--- src/rtl/hd_dma_if.sv ---
// Disk and memory bus bundle for hd_dma.
// The master side is the DMA engine; the slave side is the disk/memory pair.
interface hd_dma_if #(
  parameter int DATA_WIDTH = 32
);
  logic [DATA_WIDTH-1:0] hd_address;
  logic [DATA_WIDTH-1:0] hd_input_data;
  logic                  hd_write_flag;
  logic [DATA_WIDTH-1:0] hd_output;
  logic [DATA_WIDTH-1:0] mem_address;
  logic [DATA_WIDTH-1:0] mem_write_data;
  logic                  mem_write_flag;
  logic [DATA_WIDTH-1:0] mem_read_data;

  modport master (
    output hd_address, hd_input_data, hd_write_flag,
    output mem_address, mem_write_data, mem_write_flag,
    input  hd_output, mem_read_data
  );

  modport slave (
    input  hd_address, hd_input_data, hd_write_flag,
    input  mem_address, mem_write_data, mem_write_flag,
    output hd_output, mem_read_data
  );
endinterface

--- src/rtl/hd_dma.sv ---
// Word-by-word DMA between a disk and memory, 3 cycles per word (RD, WAIT, WR).
// Optional running checksum of written words: define HD_DMA_CHECKSUM_EN.
module hd_dma #(
  parameter int DATA_WIDTH = 32,
  parameter int LEN_WIDTH  = 12,
  parameter int DISK_SIZE  = 4096
) (
  input  logic                  clk,
  input  logic                  reset,
  input  logic                  start,
  input  logic                  direction,
  input  logic [DATA_WIDTH-1:0] src_base,
  input  logic [DATA_WIDTH-1:0] dst_base,
  input  logic [LEN_WIDTH-1:0]  length,
  output logic                  busy,
  output logic                  done,
  output logic                  error,
  output logic [DATA_WIDTH-1:0] checksum,
  hd_dma_if.master              bus
);

  localparam logic [2:0] S_IDLE = 3'd0;
  localparam logic [2:0] S_RD   = 3'd1;
  localparam logic [2:0] S_WAIT = 3'd2;
  localparam logic [2:0] S_WR   = 3'd3;
  localparam logic [2:0] S_FIN  = 3'd4;

  localparam logic [DATA_WIDTH:0] DISK_LIMIT = (DATA_WIDTH+1)'(DISK_SIZE);

  logic [2:0]            state;
  logic                  dir_q;
  logic                  err_q;
  logic [DATA_WIDTH-1:0] src_ptr;
  logic [DATA_WIDTH-1:0] dst_ptr;
  logic [LEN_WIDTH-1:0]  count;

  logic [DATA_WIDTH-1:0] disk_base;
  logic [DATA_WIDTH:0]   disk_end;
  logic                  overflow;
  logic [DATA_WIDTH-1:0] wr_data;

  // Bounds check is one bit wider so base + length cannot wrap past the limit.
  always_comb begin
    disk_base = direction ? dst_base : src_base;
    disk_end  = {1'b0, disk_base} + (DATA_WIDTH+1)'(length);
    overflow  = disk_end > DISK_LIMIT;
    wr_data   = dir_q ? bus.mem_read_data : bus.hd_output;
  end

  // NOTE: state registers use non-blocking assignments so every flop samples
  // pre-edge values regardless of statement order.
  always_ff @(posedge clk or posedge reset) begin
    if (reset) begin
      state   <= S_IDLE;
      dir_q   <= 1'b0;
      err_q   <= 1'b0;
      src_ptr <= '0;
      dst_ptr <= '0;
      count   <= '0;
    end else begin
      case (state)
        S_IDLE: begin
          if (start) begin
            dir_q   <= direction;
            src_ptr <= src_base;
            dst_ptr <= dst_base;
            count   <= length;
            err_q   <= overflow;
            state   <= (overflow || length == '0) ? S_FIN : S_RD;
          end
        end
        S_RD:   state <= S_WAIT;
        S_WAIT: state <= S_WR;
        S_WR: begin
          src_ptr <= src_ptr + 1'b1;
          dst_ptr <= dst_ptr + 1'b1;
          count   <= count - 1'b1;
          // count still holds the pre-decrement value here
          state   <= (count == LEN_WIDTH'(1)) ? S_FIN : S_RD;
        end
        S_FIN: begin
          err_q <= 1'b0;
          state <= S_IDLE;
        end
        default: state <= S_IDLE;
      endcase
    end
  end

  // NOTE: every bus output gets a default first, so no path leaves one
  // unassigned and no latch is inferred.
  always_comb begin
    bus.hd_address     = '0;
    bus.hd_input_data  = '0;
    bus.hd_write_flag  = 1'b0;
    bus.mem_address    = '0;
    bus.mem_write_data = '0;
    bus.mem_write_flag = 1'b0;
    if (state == S_RD || state == S_WAIT) begin
      if (dir_q) bus.mem_address = src_ptr;
      else       bus.hd_address  = src_ptr;
    end else if (state == S_WR) begin
      if (dir_q) begin
        bus.hd_address    = dst_ptr;
        bus.hd_input_data = wr_data;
        bus.hd_write_flag = 1'b1;
      end else begin
        bus.mem_address    = dst_ptr;
        bus.mem_write_data = wr_data;
        bus.mem_write_flag = 1'b1;
      end
    end
  end

  assign busy  = (state != S_IDLE);
  assign done  = (state == S_FIN);
  assign error = err_q;

`ifdef HD_DMA_CHECKSUM_EN
  logic [DATA_WIDTH-1:0] sum_q;

  always_ff @(posedge clk or posedge reset) begin
    if (reset) begin
      sum_q <= '0;
    end else if (state == S_IDLE && start) begin
      sum_q <= '0;
    end else if (state == S_WR) begin
      sum_q <= sum_q + wr_data;
    end
  end

  assign checksum = sum_q;
`else
  assign checksum = '0;
`endif

endmodule

--- src/flat_wrapper.sv ---
// flat-port wrapper written by rule: the top's interface ports become plain ports
module hd_dma_flat 
#(
  parameter int DATA_WIDTH = 32,
  parameter int LEN_WIDTH  = 12,
  parameter int DISK_SIZE  = 4096
)
  (clk, reset, start, direction, src_base, dst_base, length, busy, done, error, checksum, bus_hd_address, bus_hd_input_data, bus_hd_write_flag, bus_mem_address, bus_mem_write_data, bus_mem_write_flag, bus_hd_output, bus_mem_read_data);
  hd_dma_if #(.DATA_WIDTH(DATA_WIDTH)) bus_i ();
  input  logic clk;
  input  logic reset;
  input  logic start;
  input  logic direction;
  input  logic [DATA_WIDTH-1:0] src_base;
  input  logic [DATA_WIDTH-1:0] dst_base;
  input  logic [LEN_WIDTH-1:0] length;
  output logic busy;
  output logic done;
  output logic error;
  output logic [DATA_WIDTH-1:0] checksum;
  output wire logic [$bits(bus_i.hd_address)-1:0] bus_hd_address;
  output wire logic [$bits(bus_i.hd_input_data)-1:0] bus_hd_input_data;
  output wire logic [$bits(bus_i.hd_write_flag)-1:0] bus_hd_write_flag;
  output wire logic [$bits(bus_i.mem_address)-1:0] bus_mem_address;
  output wire logic [$bits(bus_i.mem_write_data)-1:0] bus_mem_write_data;
  output wire logic [$bits(bus_i.mem_write_flag)-1:0] bus_mem_write_flag;
  input wire logic [$bits(bus_i.hd_output)-1:0] bus_hd_output;
  input wire logic [$bits(bus_i.mem_read_data)-1:0] bus_mem_read_data;
  assign bus_hd_address = bus_i.hd_address;
  assign bus_hd_input_data = bus_i.hd_input_data;
  assign bus_hd_write_flag = bus_i.hd_write_flag;
  assign bus_mem_address = bus_i.mem_address;
  assign bus_mem_write_data = bus_i.mem_write_data;
  assign bus_mem_write_flag = bus_i.mem_write_flag;
  assign bus_i.hd_output = bus_hd_output;
  assign bus_i.mem_read_data = bus_mem_read_data;
  hd_dma #(.DATA_WIDTH(DATA_WIDTH), .LEN_WIDTH(LEN_WIDTH), .DISK_SIZE(DISK_SIZE)) u_core (.clk(clk), .reset(reset), .start(start), .direction(direction), .src_base(src_base), .dst_base(dst_base), .length(length), .busy(busy), .done(done), .error(error), .checksum(checksum), .bus(bus_i));
endmodule
--- config.mk ---
export PLATFORM = sky130hd
export DESIGN_NAME = hd_dma_flat
export DESIGN_NICKNAME = d
export VERILOG_FILES = /design/src/rtl/hd_dma_if.sv /design/src/rtl/hd_dma.sv /design/src/flat_wrapper.sv
export SDC_FILE = /design/constraint.sdc
export NUM_CORES = 1
export LEC_CHECK = 0
export ABC_AREA = 1
export BUFFER_PORTS_ARGS = -buffer_cell sky130_fd_sc_hd__buf_4
export CAP_MARGIN = 10
export CORE_MARGIN = 2
export CORE_UTILIZATION = 52
export CTS_CLUSTER_DIAMETER = 50
export DETAILED_ROUTE_END_ITERATION = 16
export PLACE_DENSITY = 0.83
export SLEW_MARGIN = 20
export SYNTH_ARGS = -nofsm -noshare
export SYNTH_HDL_FRONTEND = slang
export SYNTH_SLANG_ARGS = --single-unit
--- constraint.sdc ---
create_clock -name clk -period 3.3 [get_ports clk]
set_clock_uncertainty 0.15 [all_clocks]
set_input_delay 0.165 -clock clk [delete_from_list [all_inputs] [get_ports clk]]
set_output_delay 0.165 -clock clk [all_outputs]
set_load 0.01 [all_outputs]
# [Yosys cells after proc, flatten, opt, wreduce, memory -nomap -nowiden]
# Index checks and enable logic that the tools add are counted.
[word_totals] regBits=81 inputBits=144 output_inout_bits=165 wordCells=61
[op_classes] n_addsub=4 n_lt_le_gt_ge=1 eq_ne=6 mux=34 reduce_logical=10
[op_table] cell="$mux W32" count=18
[op_table] cell="$pmux W32 S2" count=2
[op_table] cell="$add A32 B1 Y32 const B" count=2
[op_table] cell="$add A32 B12 Y33" count=1
[op_table] cell="$gt A33 B13 Y1 const B" count=1
[op_table] cell="$pmux W12 S2" count=1
[op_table] cell="$eq A12 B1 Y1 const B" count=1
[op_table] cell="$logic_not A12 Y1" count=1
[op_table] cell="$mux W12" count=1
[op_table] cell="$pmux W3 S4" count=1
[op_table] cell="$sub A12 B1 Y12 const B" count=1
[op_table] cell="$mux W3" count=3
[op_table] cell="$mux W1" count=7
[op_table] cell="$eq A3 B2 Y1 const B" count=2
[op_table] cell="$reduce_and A2 Y1" count=3
[op_table] cell="$reduce_bool A2 Y1" count=2
[op_table] cell="$eq A3 B1 Y1 const B" count=1
[op_table] cell="$eq A3 B3 Y1 const B" count=1
[op_table] cell="$logic_not A3 Y1" count=1
[op_table] cell="$reduce_bool A3 Y1" count=1
[op_table] cell="$logic_or A1 B1 Y1" count=2
[op_table] cell="$ne A2 B2 Y1 const B" count=1
[op_table] cell="$pmux W1 S2" count=1

# [Longest topological paths before layout]
[logic_depth] word_depth=7 depth_mapped=25 ltp_nobuf=21

# [Worst setup path after synthesis]
# OpenSTA, ideal clock, no wires.
[synth_timing] kind="input port to flip-flop" from="input direction" to="register u_core.state[2]" setup_ns=0.122 arrival_ns=2.654 t_required_ns=3.028 setup_slack_ns=0.374 cell_stages=22 n_path_buf=4 path_cell_list="buf_6 buf_6 buf_2 clkbuf_1 nand2_1 o21ai_0 ha_1 fa_1 nand3_1 nand2_1 nand3_1 nand3_1 nand2_1 inv_1 nand2_1 nand3_1 nor3_1 nand3_1 nor2_2 nand3_1 nand2_1 a21oi_1"
[synth_between] elab_chain_cells=7
[synth_rtl] item="start: declaration" line_no="flat_wrapper.sv:13" text="input logic direction;"
[synth_rtl] item="$mux W32" line_no="hd_dma.sv:44" text="disk_base = direction ? dst_base : src_base;"
[synth_rtl] item="$add A32 B12 Y33" line_no="hd_dma.sv:45" text="disk_end = {1'b0, disk_base} + (DATA_WIDTH+1)'(length);"
[synth_rtl] item="$gt A33 B13 Y1" line_no="hd_dma.sv:46" text="overflow = disk_end > DISK_LIMIT;"
[synth_rtl] item="$logic_or A1 B1 Y1" line_no="hd_dma.sv:69" text="state <= (overflow || length == '0) ? S_FIN : S_RD;"
[synth_rtl] item="$mux W3" line_no="hd_dma.sv:69"
[synth_rtl] item="$mux W3" line_no="hd_dma.sv:63" text="if (start) begin"
[synth_rtl] item="$pmux W3 S4" line_no="hd_dma.sv:61" text="case (state)"
[synth_rtl] item="end signal: assignment" line_no="hd_dma.sv:69"
[synth_rtl] item="end signal: assignment" line_no="hd_dma.sv:79" text="state <= (count == LEN_WIDTH'(1)) ? S_FIN : S_RD;"
[synth_rtl] item="end: declaration" line_no="hd_dma.sv:30" text="logic [2:0] state;"
# Every way passes these cells. The select of a mux whose other input is x is not followed.
# A chain may end at the register's enable or synchronous reset.

# [Final worst setup path]
[layout_timing] from="register u_core.state[2]" to="output bus_hd_address[17]"
[layout_between] elab_chain_cells=3 word_cells_on_any_way=6 cone_classes="eq/ne (3); mux (2); reduce/logical (1)"
[layout_rtl] item="$eq A3 B2 Y1, or another cell as far along" line_no="hd_dma.sv:102" text="end else if (state == S_WR) begin"
[layout_rtl] item="$mux W32 or $logic_or A1 B1 Y1 (tied branches)" line_no="hd_dma.sv:102, hd_dma.sv:99"
[layout_rtl] item="$mux W32 (*)" line_no="hd_dma.sv:99" text="if (state == S_RD || state == S_WAIT) begin"
[layout_rtl] item="end: declaration" line_no="flat_wrapper.sv:21" text="output wire logic [$bits(bus_i.hd_address)-1:0] bus_hd_address;"
# Mark *: on every way between the ends. The rest lies on a longest branch, timed or not.

==> out/metrics.cfg <==
[run_status]
outcome = finished clean

[synthesis]
avgSynthCellArea_um2 = 6.06
ys_seq_area_share_pct = 23.1
synth.yosys.warnings = 0
syn_area_um2 = 8760
synthCells = 1445
async_flop_share_pct = 100
synth_edf_count = 0
yosys_register_bits = 81
synth_cell_types = 52
synthTopCellsByCount = nand2_1 (419), inv_1 (195), nor2_1 (156)
yosys_most_used_dff = dfrtp_1
synth_most_common_cell = nand2_1
synth_top_cell_by_area = dfrtp_1
ys_top_cells_by_area = dfrtp_1 (23%), nand2_1 (18%), inv_1 (8.4%)
synth_top_area_share_pct = 23.1

[sta]
finalSetupViolations = 0
final_max_slew_viol_count = 0
slew_headroom_pct = 24.1
hold_viol = 0
finalCriticalPeriod_ns = 3.05
fmax_mhz = 328
fin_tns_setup_ns = 0
rsz0062_at_grt = no
final.period_utilization_pct = 92.4
worst_pin_slew_ns = 1.14

[drt]
post_drt_wl_per_cell_um = 17.3
vias_per_cell = 5.77
detail_route.first_pass.iterations = 6
ant_nets = 0
drc = 0
drt_iter0_drc = 1295
num_vias = 11098
routed_wl_mm = 33.3

[global_route]
overflow = 0
antenna_found_initial = 1
track_usage_pct = 35.7
grt_pass1_wl_mm = 50.9
grt_max_degree = 65
first_global_vias = 10029

[critical_path]
arrival_ns = 2.73
worstPathMaxFanout = 32
critical_path_class = reg -> out
required_ns = 2.98
start_kind = register
cp-end-kind = output port

[clock_tree]
numCtsBuffers = 9
cts_setup_buffers = 0
cts_buffer_depth = 2
cts.root.buffer_cell = clkbuf_16
path_clk_slew_ns = 0.07
cts_tree = built
htree_levels = 3
insertion_delay_ns = 0.35
clkSinkCount = 81

[power_and_ir_drop]
powerDensity_nw_per_um2 = 555
peakVddDrop_uv = 332
power_leakage_uw = 0.00564

[placed_design]
gp_congestion = 0.978
placed_cell_area_um2 = 10800
portBuffers = 276
dp_hpwl_mm = 25.4

[floorplan]
rows = 47
dieHeight_um = 134
coreArea_um2 = 16500
initial_core_util_pct = 53.0
die_area_um2 = 17900
io_pins = 309
die_w_um = 134

[hold_path]
min_path_type = in -> reg

[final_layout]
fillers = 1518
design_area_um2 = 11400
nets = 1860
drive_gt1_share_pct = 21.2
syn2layout_area_growth_pct = 29.8

[run]
cap_violations = 0

layout by cell type, fill, tap and decap left out, types with 4 or more instances in the layout:
cell type,Yosys,routed
inv_1,195,192
nor4_1,15,15
dlygate4sd3_1,0,24
clkinvlp_4,0,5
nand3_1,78,76
o311ai_0,4,4
or2_2,4,4
o21ai_0,107,107
buf_4,33,290
o211ai_1,14,14
dfrtp_1,81,80
clkbuf_16,0,9
nand4_1,18,18
o21ai_1,11,11
nor2_1,156,155
conb_1,1,32
nand2_1,419,417
o221ai_1,25,25
nor3_1,16,16
nor3_2,5,5
a21oi_1,25,25
xor2_1,25,25
nand3b_1,5,5
o32ai_1,64,64
ha_1,16,16
nor2_2,14,14
nand2_2,9,11
inv_2,4,6
critical path, stage by stage (launching register included):
cell      delay [ns]
dfrtp_1         0.39
inv_1           0.10
nand2_1         0.11
nor2_4          0.11
clkinv_2        0.24
nor2_1          0.23
inv_1           0.51
o32ai_1         0.46
buf_4           0.21
sequential cells by signal, indices dropped and copies added, names as in the netlist:
signal          flops
u_core.dst_ptr     32
u_core.src_ptr     32
u_core.count       12
u_core.state        3
u_core.dir_q        1
u_core.error        1
worst paths after layout:
kind,from,to,slack [ns],cells after the start
min reg2reg,u_core.count[2]$_DFFE_PP0P_,u_core.count[2]$_DFFE_PP0P_,0.37,1
min,src_base[29],u_core.src_ptr[29]$_DFFE_PP0P_,0.005,3
max,u_core.state[2]$_DFFE_PP0P_,bus_hd_address[17],0.25,8
max reg2reg,u_core.dst_ptr[0]$_DFFE_PP0P_,u_core.dst_ptr[30]$_DFFE_PP0P_,0.60,14
max in group asynchronous,reset,u_core.dst_ptr[7]$_DFFE_PP0P_,1.73,4
min in group asynchronous,reset,u_core.src_ptr[2]$_DFFE_PP0P_,0.43,3
routing by layer:
metal  track usage [%]  share of wire [%]  vias up
met3              7.42                 11      116
met1              45.0                 39     5083
met5                 0                  0        -
li1                  -                  -     5231
met2              59.1                 46      668
met4              15.8                4.2        0
cell families (layout without fill, tap and decap cells):
| group | Yosys count | after routing | share of synthesized area [%] |
|---|---|---|---|
| and+or+nand+nor | 747 | 747 | 36.3 |
| AOI/OAI and AO/OA | 268 | 268 | 20.3 |
| buffers and inverters | 303 | 531 | 14.9 |
| xor gates and xnor gates | 28 | 28 | 2.80 |
| adders and majority gates | 17 | 17 | 2.51 |
| other | 1 | 33 | 0.0428 |
| DFF | 81 | 81 | 23.1 |
metrics by stage:
step / std cells / util (%) / setup slack, ns / hold slack (ns) / power, uW
floorplan: 1476 / - / 0.374 / 0.142 / 4070
global placement: 1884 / 65.4 / 0.299 / 0.212 / 5000
detailed placement: 1884 / 65.4 / 0.253 / 0.219 / 5100
CTS: 1924 / 68.7 / 0.176 / 0.00292 / 6180
global route: 1925 / 68.8 / 0.00644 / 0.0224 / 6710
finish: 1925 / 68.8 / 0.252 / 0.00511 / 6310
repair_timing:
action                     4_1_cts  5_1_grt
hold buffers                    24        0
hold endpoints to repair        57        0
resized for setup                0        3
setup endpoints to repair        0        3
cell type report:
type                            instances  area, um^2  area share, %
Antenna cell                            1        2.50         0.0220
Clock buffer                           10         239           2.10
Clock inverter                          6        67.6          0.594
Inverter                              200         754           6.64
Multi-Input combinational cell       1092        5560           48.9
Sequential cell                        81        2030           17.8
Tap cell                              220         275           2.42
Timing Repair Buffer                  315        2440           21.4
power breakdown:
part | switching, uW | internal [uW]
combinational | 2280 | 1070
sequential | 436 | 1480
clock | 442 | 607
(Power assumes the default switching activity.)
